===== config.mk =====
export PLATFORM = sky130hd
export DESIGN_NAME = weight_loader
export DESIGN_NICKNAME = d
export VERILOG_FILES = /design/src/rtl/weight_loader.sv
export SDC_FILE = /design/constraint.sdc
export NUM_CORES = 1
export LEC_CHECK = 0
export CORE_ASPECT_RATIO = 0.7
export CORE_MARGIN = 8
export CORE_UTILIZATION = 34
export DETAILED_ROUTE_END_ITERATION = 6
export DONT_BUFFER_PORTS = 1
export PLACE_DENSITY = 0.51
export RECOVER_POWER = 25
export SLEW_MARGIN = 20
export SYNTH_ARGS = -nofsm -noshare
export SYNTH_HDL_FRONTEND = slang
export SYNTH_SLANG_ARGS = --single-unit

===== constraint.sdc =====
create_clock -name ap_clk -period 4.6 [get_ports ap_clk]
set_input_delay 0.92 -clock ap_clk [delete_from_list [all_inputs] [get_ports ap_clk]]
set_output_delay 0.92 -clock ap_clk [all_outputs]
set_load 0.005 [all_outputs]

===== src/rtl/weight_loader.sv =====
// Streams one kernel of KERN_S coefficients from an ap_fifo into a local buffer and serves registered reads.
// Define WEIGHT_LOADER_PINGPONG_EN for double buffering: reads keep hitting the old kernel while the new one loads.
module weight_loader #(
  parameter int KERN_S  = 9,
  parameter int COEFF_W = 16
) (
  input  logic                      ap_clk,
  input  logic                      ap_rst_n,
  input  logic [COEFF_W-1:0]        input_V_dout,
  input  logic                      input_V_empty_n,
  output logic                      input_V_read,
  input  logic                      start,
  input  logic                      rd_en,
  input  logic [$clog2(KERN_S)-1:0] rd_addr,
  output logic [COEFF_W-1:0]        rd_data,
  output logic                      rd_valid,
  output logic                      weights_ready,
  output logic                      busy,
  output logic                      load_done,
  output logic                      bank_sel
);

  localparam int                ADDR_W   = $clog2(KERN_S);
  localparam logic [ADDR_W-1:0] LAST_IDX = ADDR_W'(KERN_S - 1);
  localparam logic [ADDR_W:0]   ADDR_LIM = (ADDR_W + 1)'(KERN_S);

  typedef enum logic [1:0] {IDLE, LOAD, READY} state_t;

  state_t             state;
  state_t             state_nxt;
  logic [ADDR_W-1:0]  wr_cnt;
  logic               pop;
  logic               last_pop;
  logic               start_load;
  logic               rd_accept;
  logic               rd_in_range;
  logic [COEFF_W-1:0] mem_word;

  assign pop          = (state == LOAD) && input_V_empty_n;
  assign last_pop     = pop && (wr_cnt == LAST_IDX);
  assign start_load   = (state != LOAD) && start;
  assign input_V_read = pop;
  assign busy         = (state == LOAD);
  assign rd_accept    = rd_en && weights_ready;
  assign rd_in_range  = {1'b0, rd_addr} < ADDR_LIM;

  always_ff @(posedge ap_clk or negedge ap_rst_n) begin
    if (!ap_rst_n) begin
      state <= IDLE;
    end else begin
      state <= state_nxt;
    end
  end

  always_comb begin
    state_nxt = state;
    case (state)
      IDLE, READY: if (start) state_nxt = LOAD;
      LOAD:        if (last_pop) state_nxt = READY;
      default:     state_nxt = IDLE;
    endcase
  end

  // Counter wraps to 0 on the final pop so it never points past the kernel.
  always_ff @(posedge ap_clk or negedge ap_rst_n) begin
    if (!ap_rst_n) begin
      wr_cnt    <= '0;
      load_done <= 1'b0;
    end else begin
      load_done <= last_pop;
      if (start_load) begin
        wr_cnt <= '0;
      end else if (pop) begin
        wr_cnt <= last_pop ? '0 : wr_cnt + 1'b1;
      end
    end
  end

`ifdef WEIGHT_LOADER_PINGPONG_EN
  logic [COEFF_W-1:0] mem [2][KERN_S];

  // The new kernel fills the idle bank; the swap lands on the same edge the load completes.
  always_ff @(posedge ap_clk or negedge ap_rst_n) begin
    if (!ap_rst_n) begin
      weights_ready <= 1'b0;
      bank_sel      <= 1'b0;
    end else if (last_pop) begin
      weights_ready <= 1'b1;
      bank_sel      <= ~bank_sel;
    end
  end

  always_ff @(posedge ap_clk) begin
    if (pop) mem[~bank_sel][wr_cnt] <= input_V_dout;
  end

  assign mem_word = mem[bank_sel][rd_addr];
`else
  logic [COEFF_W-1:0] mem [KERN_S];

  // Single buffer: the old kernel is being overwritten, so it stops being readable at start.
  always_ff @(posedge ap_clk or negedge ap_rst_n) begin
    if (!ap_rst_n) begin
      weights_ready <= 1'b0;
    end else if (start_load) begin
      weights_ready <= 1'b0;
    end else if (last_pop) begin
      weights_ready <= 1'b1;
    end
  end

  always_ff @(posedge ap_clk) begin
    if (pop) mem[wr_cnt] <= input_V_dout;
  end

  assign bank_sel = 1'b0;
  assign mem_word = mem[rd_addr];
`endif

  always_ff @(posedge ap_clk or negedge ap_rst_n) begin
    if (!ap_rst_n) begin
      rd_valid <= 1'b0;
      rd_data  <= '0;
    end else begin
      rd_valid <= rd_accept;
      if (rd_accept) begin
        rd_data <= rd_in_range ? mem_word : '0;
      end
    end
  end

endmodule


==> flow_metrics.tcl, run 1 <==
set metrics [dict create \
    synth_commonest_cells "edfxtp_1 (144), mux2i_1 (33), nand2_1 (27)" \
    mappedNetlistNets 412 \
    path_max_fanout 16 \
    cts_tree "yes" \
    synth-seq-cells 169 \
    drc 0 \
    vdd_ir_drop_max_v 0.000260 \
    skew_ps 7.86 \
    seq_power_share_pct 52.5 \
    drive_gt1_share_pct 12.3 \
    finalMaxSlewViolations 0 \
    yosysSeqAreaShare_pct 75.3 \
    hold_viol_final 0 \
    coreArea_sq_um 18900 \
    die_w_um 182 \
    arrival_ps 2450 \
    first_iter_violations 386 \
    fin_hold_ws_ps 192 \
    syn_inst 383 \
    placementRows 42 \
    power_leakage_uw 0.00254 \
    ys_async_sr_fraction_pct 14.8 \
    antenna_found_initial 0 \
    grt_pass1_wl_um 23200 \
    clockRootBuffer "clkbuf_16" \
    synth.most_common_cell "edfxtp_1" \
    final_util_pct 39.0 \
    cts_made_buffers 17 \
    wl_per_cell_um 24.9 \
    fin_ws_ps 2190 \
    yosysUniqueCellTypes 36 \
    ios 47 \
    powerDensity_nw_per_um2 524 \
    io_buffers 0 \
    postSynthAreaPerCell_sq_um 17.2 \
    timing.slew.headroom_pct 38.7 \
    critical-path-slowest-cell "and2_1" \
    cts-resized-gates 0 \
    grt_remaining_overflow 0 \
    fin_tns_setup_ps 0 \
    fin_crit_sh_pct 52.5 \
    cts_max_level 4 \
    setup_viol 0 \
    clkPwrFrac_pct 37.6 \
    clk_pin_slew_worst_paths_ps 70 \
    cts.sinks 169 \
    cpPeakStageDelay_ps 800 \
    p_sw_uw 976 \
    dieArea_sq_um 24100 \
    fmax_mhz 414 \
    maxCapViolations 0 \
    worstSetupStartpoint "input_V_empty_n" \
    globalplace.congestion 0.857 \
    switching_share_pct 25.3 \
    num_vias 3403 \
    via_per_inst 5.30 \
    status "finished, final reports clean" \
    tightestPinTransition_ps 917 \
    report.power.total_uw 3860 \
    synth_area_sq_um 6570 \
    dieHeight_um 132 \
    p_int_uw 2880 \
    fin_crit_ps 2410 \
    cts_setup_buffers 0 \
    yosysWarnings 0 \
    nNetsFinal 415 \
    synth_ff_type "edfxtp_1" \
    start_util_pct 34.7 \
    drtAntennaViolNets 0 \
    nFillCells 1717 \
    synth.area.top_cells "edfxtp_1 (66%), dfrtp_1 (9.5%), mux2i_1 (5.0%), mux4_2 (3.8%), nand2_1 (1.5%)" \
    grt_max_degree 39 \
    clk-insertion-delay-late_ps 420 \
    place_ws_ps 1700 \
    grt_setup_unrepaired "false" \
    netlist.area_leader.share_pct 65.8 \
    hold_buffers 0 \
    r2r-start "state[1]" \
    multiInputGateArea_sq_um 1480 \
    comb_power_share_pct 9.9 \
    min_path_type "in -> async" \
    startpoint_type "primary input" \
    synth_edf_count 144 \
    path_delay_family "simple AND/OR/NAND/NOR gates" \
    critPathBufInv 0 \
    yosys.area.top_type "edfxtp_1" \
    regArea_sq_um 4950 \
    syn2layout_area_growth_pct 12.2 \
    clockBufferDepth 2 \
    path_class "in -> reg" \
    drt_first_pass_iters 4 \
    wl_um 16000 \
    globalRouteTotalUtil_pct 13.6 \
    grt_pass1_vias 3330 \
    critPathRequiredTime_ps 4640 \
    worstPathCellList "nand3b_1, nor3b_1, and2_1" \
    cp-end-kind "flop" \
    dp_hpwl_um 11100 \
]
worst register-to-register path: stages, from the launching register on:
cell      delay, ps
dfrtp_1         390
nand3b_1        300
nor3b_1         520
and2_1          800
path summary, 6_finish.rpt:
check / end / slack [ps] / depth (start not counted)
max: mem[5][0] / 2190 / 3
min: wr_cnt[0] / 190 / 0
max reg2reg: mem[5][0] / 2200 / 3
min reg2reg: rd_data[5] / 480 / 1
max in group asynchronous: rd_data[12] / 4310 / 0
min in group ap_clk: rd_data[5] / 480 / 1
through the flow:
| step | cells | cell area (sq um) |
|---|---|---|
| after global routing | 641 | 7370 |
| final | 642 | 7370 |
| after floorplan | 383 | 6570 |
| after global placement | 609 | 6760 |
| after CTS | 641 | 7370 |
| after detailed placement | 609 | 6760 |
sequential cells by signal (all words and copies together), names as in the netlist:
| register | flops |
|---|---|
| weights_ready | 1 |
| wr_cnt | 4 |
| state | 2 |
| mem | 144 |
| rd_valid | 1 |
| rd_data | 16 |
| load_done | 1 |
kinds of logic (layout without fill, tap and decap cells):
group           after synthesis  count (layout)  share of synthesized area [%]
flops                       169             169                           75.3
simple gates                 87              87                           6.47
compound gates               49              49                           4.70
mux                          49              49                           10.3
buf+inv                      23              39                           2.19
fa+ha+maj                     4               4                          0.762
other cells                   1               2                         0.0571
xor+xnor                      1               1                          0.133
cell usage in the layout (no fill, tap or decap), types with 3 or more instances in the layout:
cell | netlist | routed
o21ai_1 | 4 | 4
nor3_1 | 4 | 3
clkinv_4 | 0 | 3
edfxtp_1 | 144 | 144
nand2_1 | 27 | 27
mux2i_1 | 33 | 33
nor2_1 | 26 | 26
o21ai_0 | 13 | 13
nor4_1 | 9 | 9
a221o_1 | 8 | 8
ha_1 | 4 | 4
clkbuf_16 | 0 | 17
clkinvlp_4 | 0 | 4
inv_1 | 6 | 6
mux4_2 | 11 | 11
o22ai_1 | 9 | 9
bufinv_16 | 0 | 3
mux4_1 | 3 | 3
a21oi_1 | 11 | 11
dfrtp_1 | 25 | 25
nand2b_1 | 3 | 3
and2_1 | 10 | 10
layer usage:
layer	vias to the layer above	wire length (um)	global-route usage [%]
li1	1492	-	-
met3	10	1510	5.34
met4	0	116	4.04
met2	144	6620	18.0
met5	-	0	0
met1	1757	7770	19.9
power groups by stage:
stage	clock network (uW)	registers [uW]	logic, uW
6_report	1450	2030	383
2_1_floorplan	0	1980	289
3_5_place_dp	0	2060	389
3_3_place_gp	0	2060	378
5_1_grt	1530	2050	425
4_1_cts	1470	2030	387
area by class of cell:
type                            instances  share of cell area, %
Sequential cell                       169                   67.2
Clock buffer                           18                   5.82
Antenna cell                            1                 0.0340
Multi-Input combinational cell        191                   20.1
Clock inverter                         14                   2.36
Inverter                                6                  0.306
Timing Repair Buffer                    1                  0.102
Tap cell                              242                   4.11
Note: power is estimated with default switching activity, not from simulation.
==> run 2, diff against run 1 <==
--- a/config.mk
+++ b/config.mk
@@ -10,7 +10,7 @@
 export CORE_UTILIZATION = 34
 export DETAILED_ROUTE_END_ITERATION = 6
 export DONT_BUFFER_PORTS = 1
-export PLACE_DENSITY = 0.51
+export PLACE_DENSITY = 0.53
 export RECOVER_POWER = 25
 export SLEW_MARGIN = 20
 export SYNTH_ARGS = -nofsm -noshare
==> constraint.sdc (replaced) <==
create_clock -name ap_clk -period 2.1 [get_ports ap_clk]
set_input_delay 0.42 -clock ap_clk [delete_from_list [all_inputs] [get_ports ap_clk]]
set_output_delay 0.42 -clock ap_clk [all_outputs]
set_load 0.005 [all_outputs]
==> flow_metrics.tcl, run 2 (synthesized netlist as in run 1, its figures left out) <==
set metrics [dict create \
    dp_hpwl_um 9900 \
    drive_gt1_share_pct 14.8 \
    timing.slew.headroom_pct 62.1 \
    clockRootBuffer "clkbuf_16" \
    instances_no_fill 655 \
    critical-path-slowest-cell "nor3b_1" \
    io_buffers 0 \
    placed_cells 621 \
    clockBufferDepth 2 \
    nFillCells 1721 \
    fin_tns_setup_ps 0 \
    cpPeakStageDelay_ps 410 \
    finalMaxSlewViolations 0 \
    grt_max_degree 39 \
    drt_first_pass_iters 4 \
    wl_um 14700 \
    cts_tree "yes" \
    skew_ps 9.47 \
    start_util_pct 34.7 \
    status "finished, final reports clean" \
    path_delay_family "simple AND/OR/NAND/NOR gates" \
    largest_register_ff_count 144 \
    wl_per_cell_um 22.4 \
    first_iter_violations 235 \
    critPathBufInv 1 \
    holdCritStartpoint "input_V_dout[5]" \
    grt_pass1_wl_um 21700 \
    startpoint_type "flop" \
    whs_path_depth 0 \
    vdd_ir_drop_max_v 0.000542 \
    reg_top3 "mem x144, rd_data x16, wr_cnt x4" \
    setup_viol 0 \
    grt_remaining_overflow 0 \
    cts_made_buffers 17 \
    die_w_um 182 \
    antennaDiodeCount 0 \
    power_leakage_uw 0.00266 \
    clk_pin_slew_worst_paths_ps 70 \
    drtAntennaViolNets 0 \
    tightestPinTransition_ps 567 \
    num_vias 3331 \
    placementRows 42 \
    clk-insertion-delay-late_ps 420 \
    cp-end-kind "flop" \
    fmax_mhz 544 \
    mostFrequentLayoutCells "edfxtp_1 (144), mux2i_1 (33), nand2_1 (27), nor2_1 (26), dfrtp_1 (25)" \
    final_common_cell "edfxtp_1" \
    r2r_cells 4 \
    path_class "reg -> reg" \
    arrival_ps 1970 \
    globalRouteTotalUtil_pct 12.5 \
    postLayoutCellArea_sq_um 7630 \
    r2r_end "mem[6][9]" \
    syn2layout_area_growth_pct 16.1 \
    min_path_type "in -> reg" \
    holdPathEnd "mem[2][5]" \
    globalplace.congestion 0.729 \
    fin_crit_sh_pct 87.6 \
    grt_pass1_vias 3189 \
    critPathRequiredTime_ps 2230 \
    powerDensity_nw_per_um2 1130 \
    r2r_setup_slack_ps 260 \
    nNetsFinal 429 \
    worstPathCellList "nand3b_1, nor3b_1, and2_1, buf_12" \
    fin_crit_ps 1840 \
    via_per_inst 5.09 \
    cts_setup_buffers 0 \
    cts_max_level 4 \
    hold_viol_final 0 \
    maxCapViolations 0 \
    ios 47 \
    grt_setup_unrepaired "false" \
    antenna_found_initial 0 \
    r2r-start "state[1]" \
    cts.sinks 169 \
    drc 0 \
    dieArea_sq_um 24100 \
    regMostFlops "mem" \
    path_max_fanout 16 \
    dieHeight_um 132 \
    coreArea_sq_um 18900 \
    post_dp_cell_area_sq_um 6970 \
]
## run 2: metal layers
metal | global-route usage, % | vias up | wire (um)
met4 | 3.63 | 0 | 214
met1 | 19.2 | 1699 | 7190
met2 | 15.7 | 110 | 5860
li1 | - | 1508 | -
met3 | 4.79 | 14 | 1440
met5 | 0 | - | 0
## run 2: worst max path at each step
| stage | end | depth (start not counted) | from | slack, ps |
|---|---|---|---|---|
| 3_3_place_gp | mem[6][10] | 4 | state[1] | 310 |
| 4_1_cts | input_V_read | 2 | state[1] | 250 |
| 5_1_grt | mem[6][9] | 4 | state[1] | 120 |
| 3_5_place_dp | mem[6][7] | 4 | state[1] | 270 |
| 6_report | mem[6][9] | 4 | state[1] | 260 |
| 2_1_floorplan | mem[8][0] | 4 | wr_cnt[0] | 150 |
## run 2: final cells by class
class                           count  area, sq um  area share [%]
Timing Repair Buffer               15          240            3.15
Clock buffer                       19          433            5.67
Sequential cell                   169         4950            64.9
Multi-Input combinational cell    191         1490            19.5
Clock inverter                     13          193            2.53
Inverter                            6         22.5           0.295
Tap cell                          242          303            3.97
## run 2: repair_timing
action	in CTS	in global routing
resized for setup	0	0
hold endpoints to repair	25	0
hold buffers	2	0
## run 2: power by group
group / internal, uW / leakage (uW) / switching [uW] / total [uW]
clock: 2010 / 0.000299 / 1310 / 3310
sequential: 4120 / 0.00163 / 255 / 4380
combinational: 410 / 0.000737 / 537 / 947
total: 6540 / 0.00266 / 2100 / 8640
## run 2: through the flow
| stage | util (%) | worst slack (ps) | hold slack [ps] | total power (uW) |
|---|---|---|---|---|
| after floorplan | - | 149 | 124 | 4980 |
| after global placement | 36.9 | 314 | 125 | 5390 |
| after detailed placement | 36.9 | 265 | 125 | 5410 |
| after CTS | 40.3 | 246 | 69.9 | 8720 |
| after global routing | 40.3 | 125 | 57.3 | 8990 |
| final | 40.3 | 261 | 87.7 | 8640 |
==> run 3, diff against run 2 <==
--- a/config.mk
+++ b/config.mk
@@ -5,6 +5,7 @@
 export SDC_FILE = /design/constraint.sdc
 export NUM_CORES = 1
 export LEC_CHECK = 0
+export ABC_CLOCK_PERIOD_IN_PS = 2100
 export CORE_ASPECT_RATIO = 0.7
 export CORE_MARGIN = 8
 export CORE_UTILIZATION = 34
==> results of run 3 <==
Final layout, timing and power as in run 2 (identical DEF).
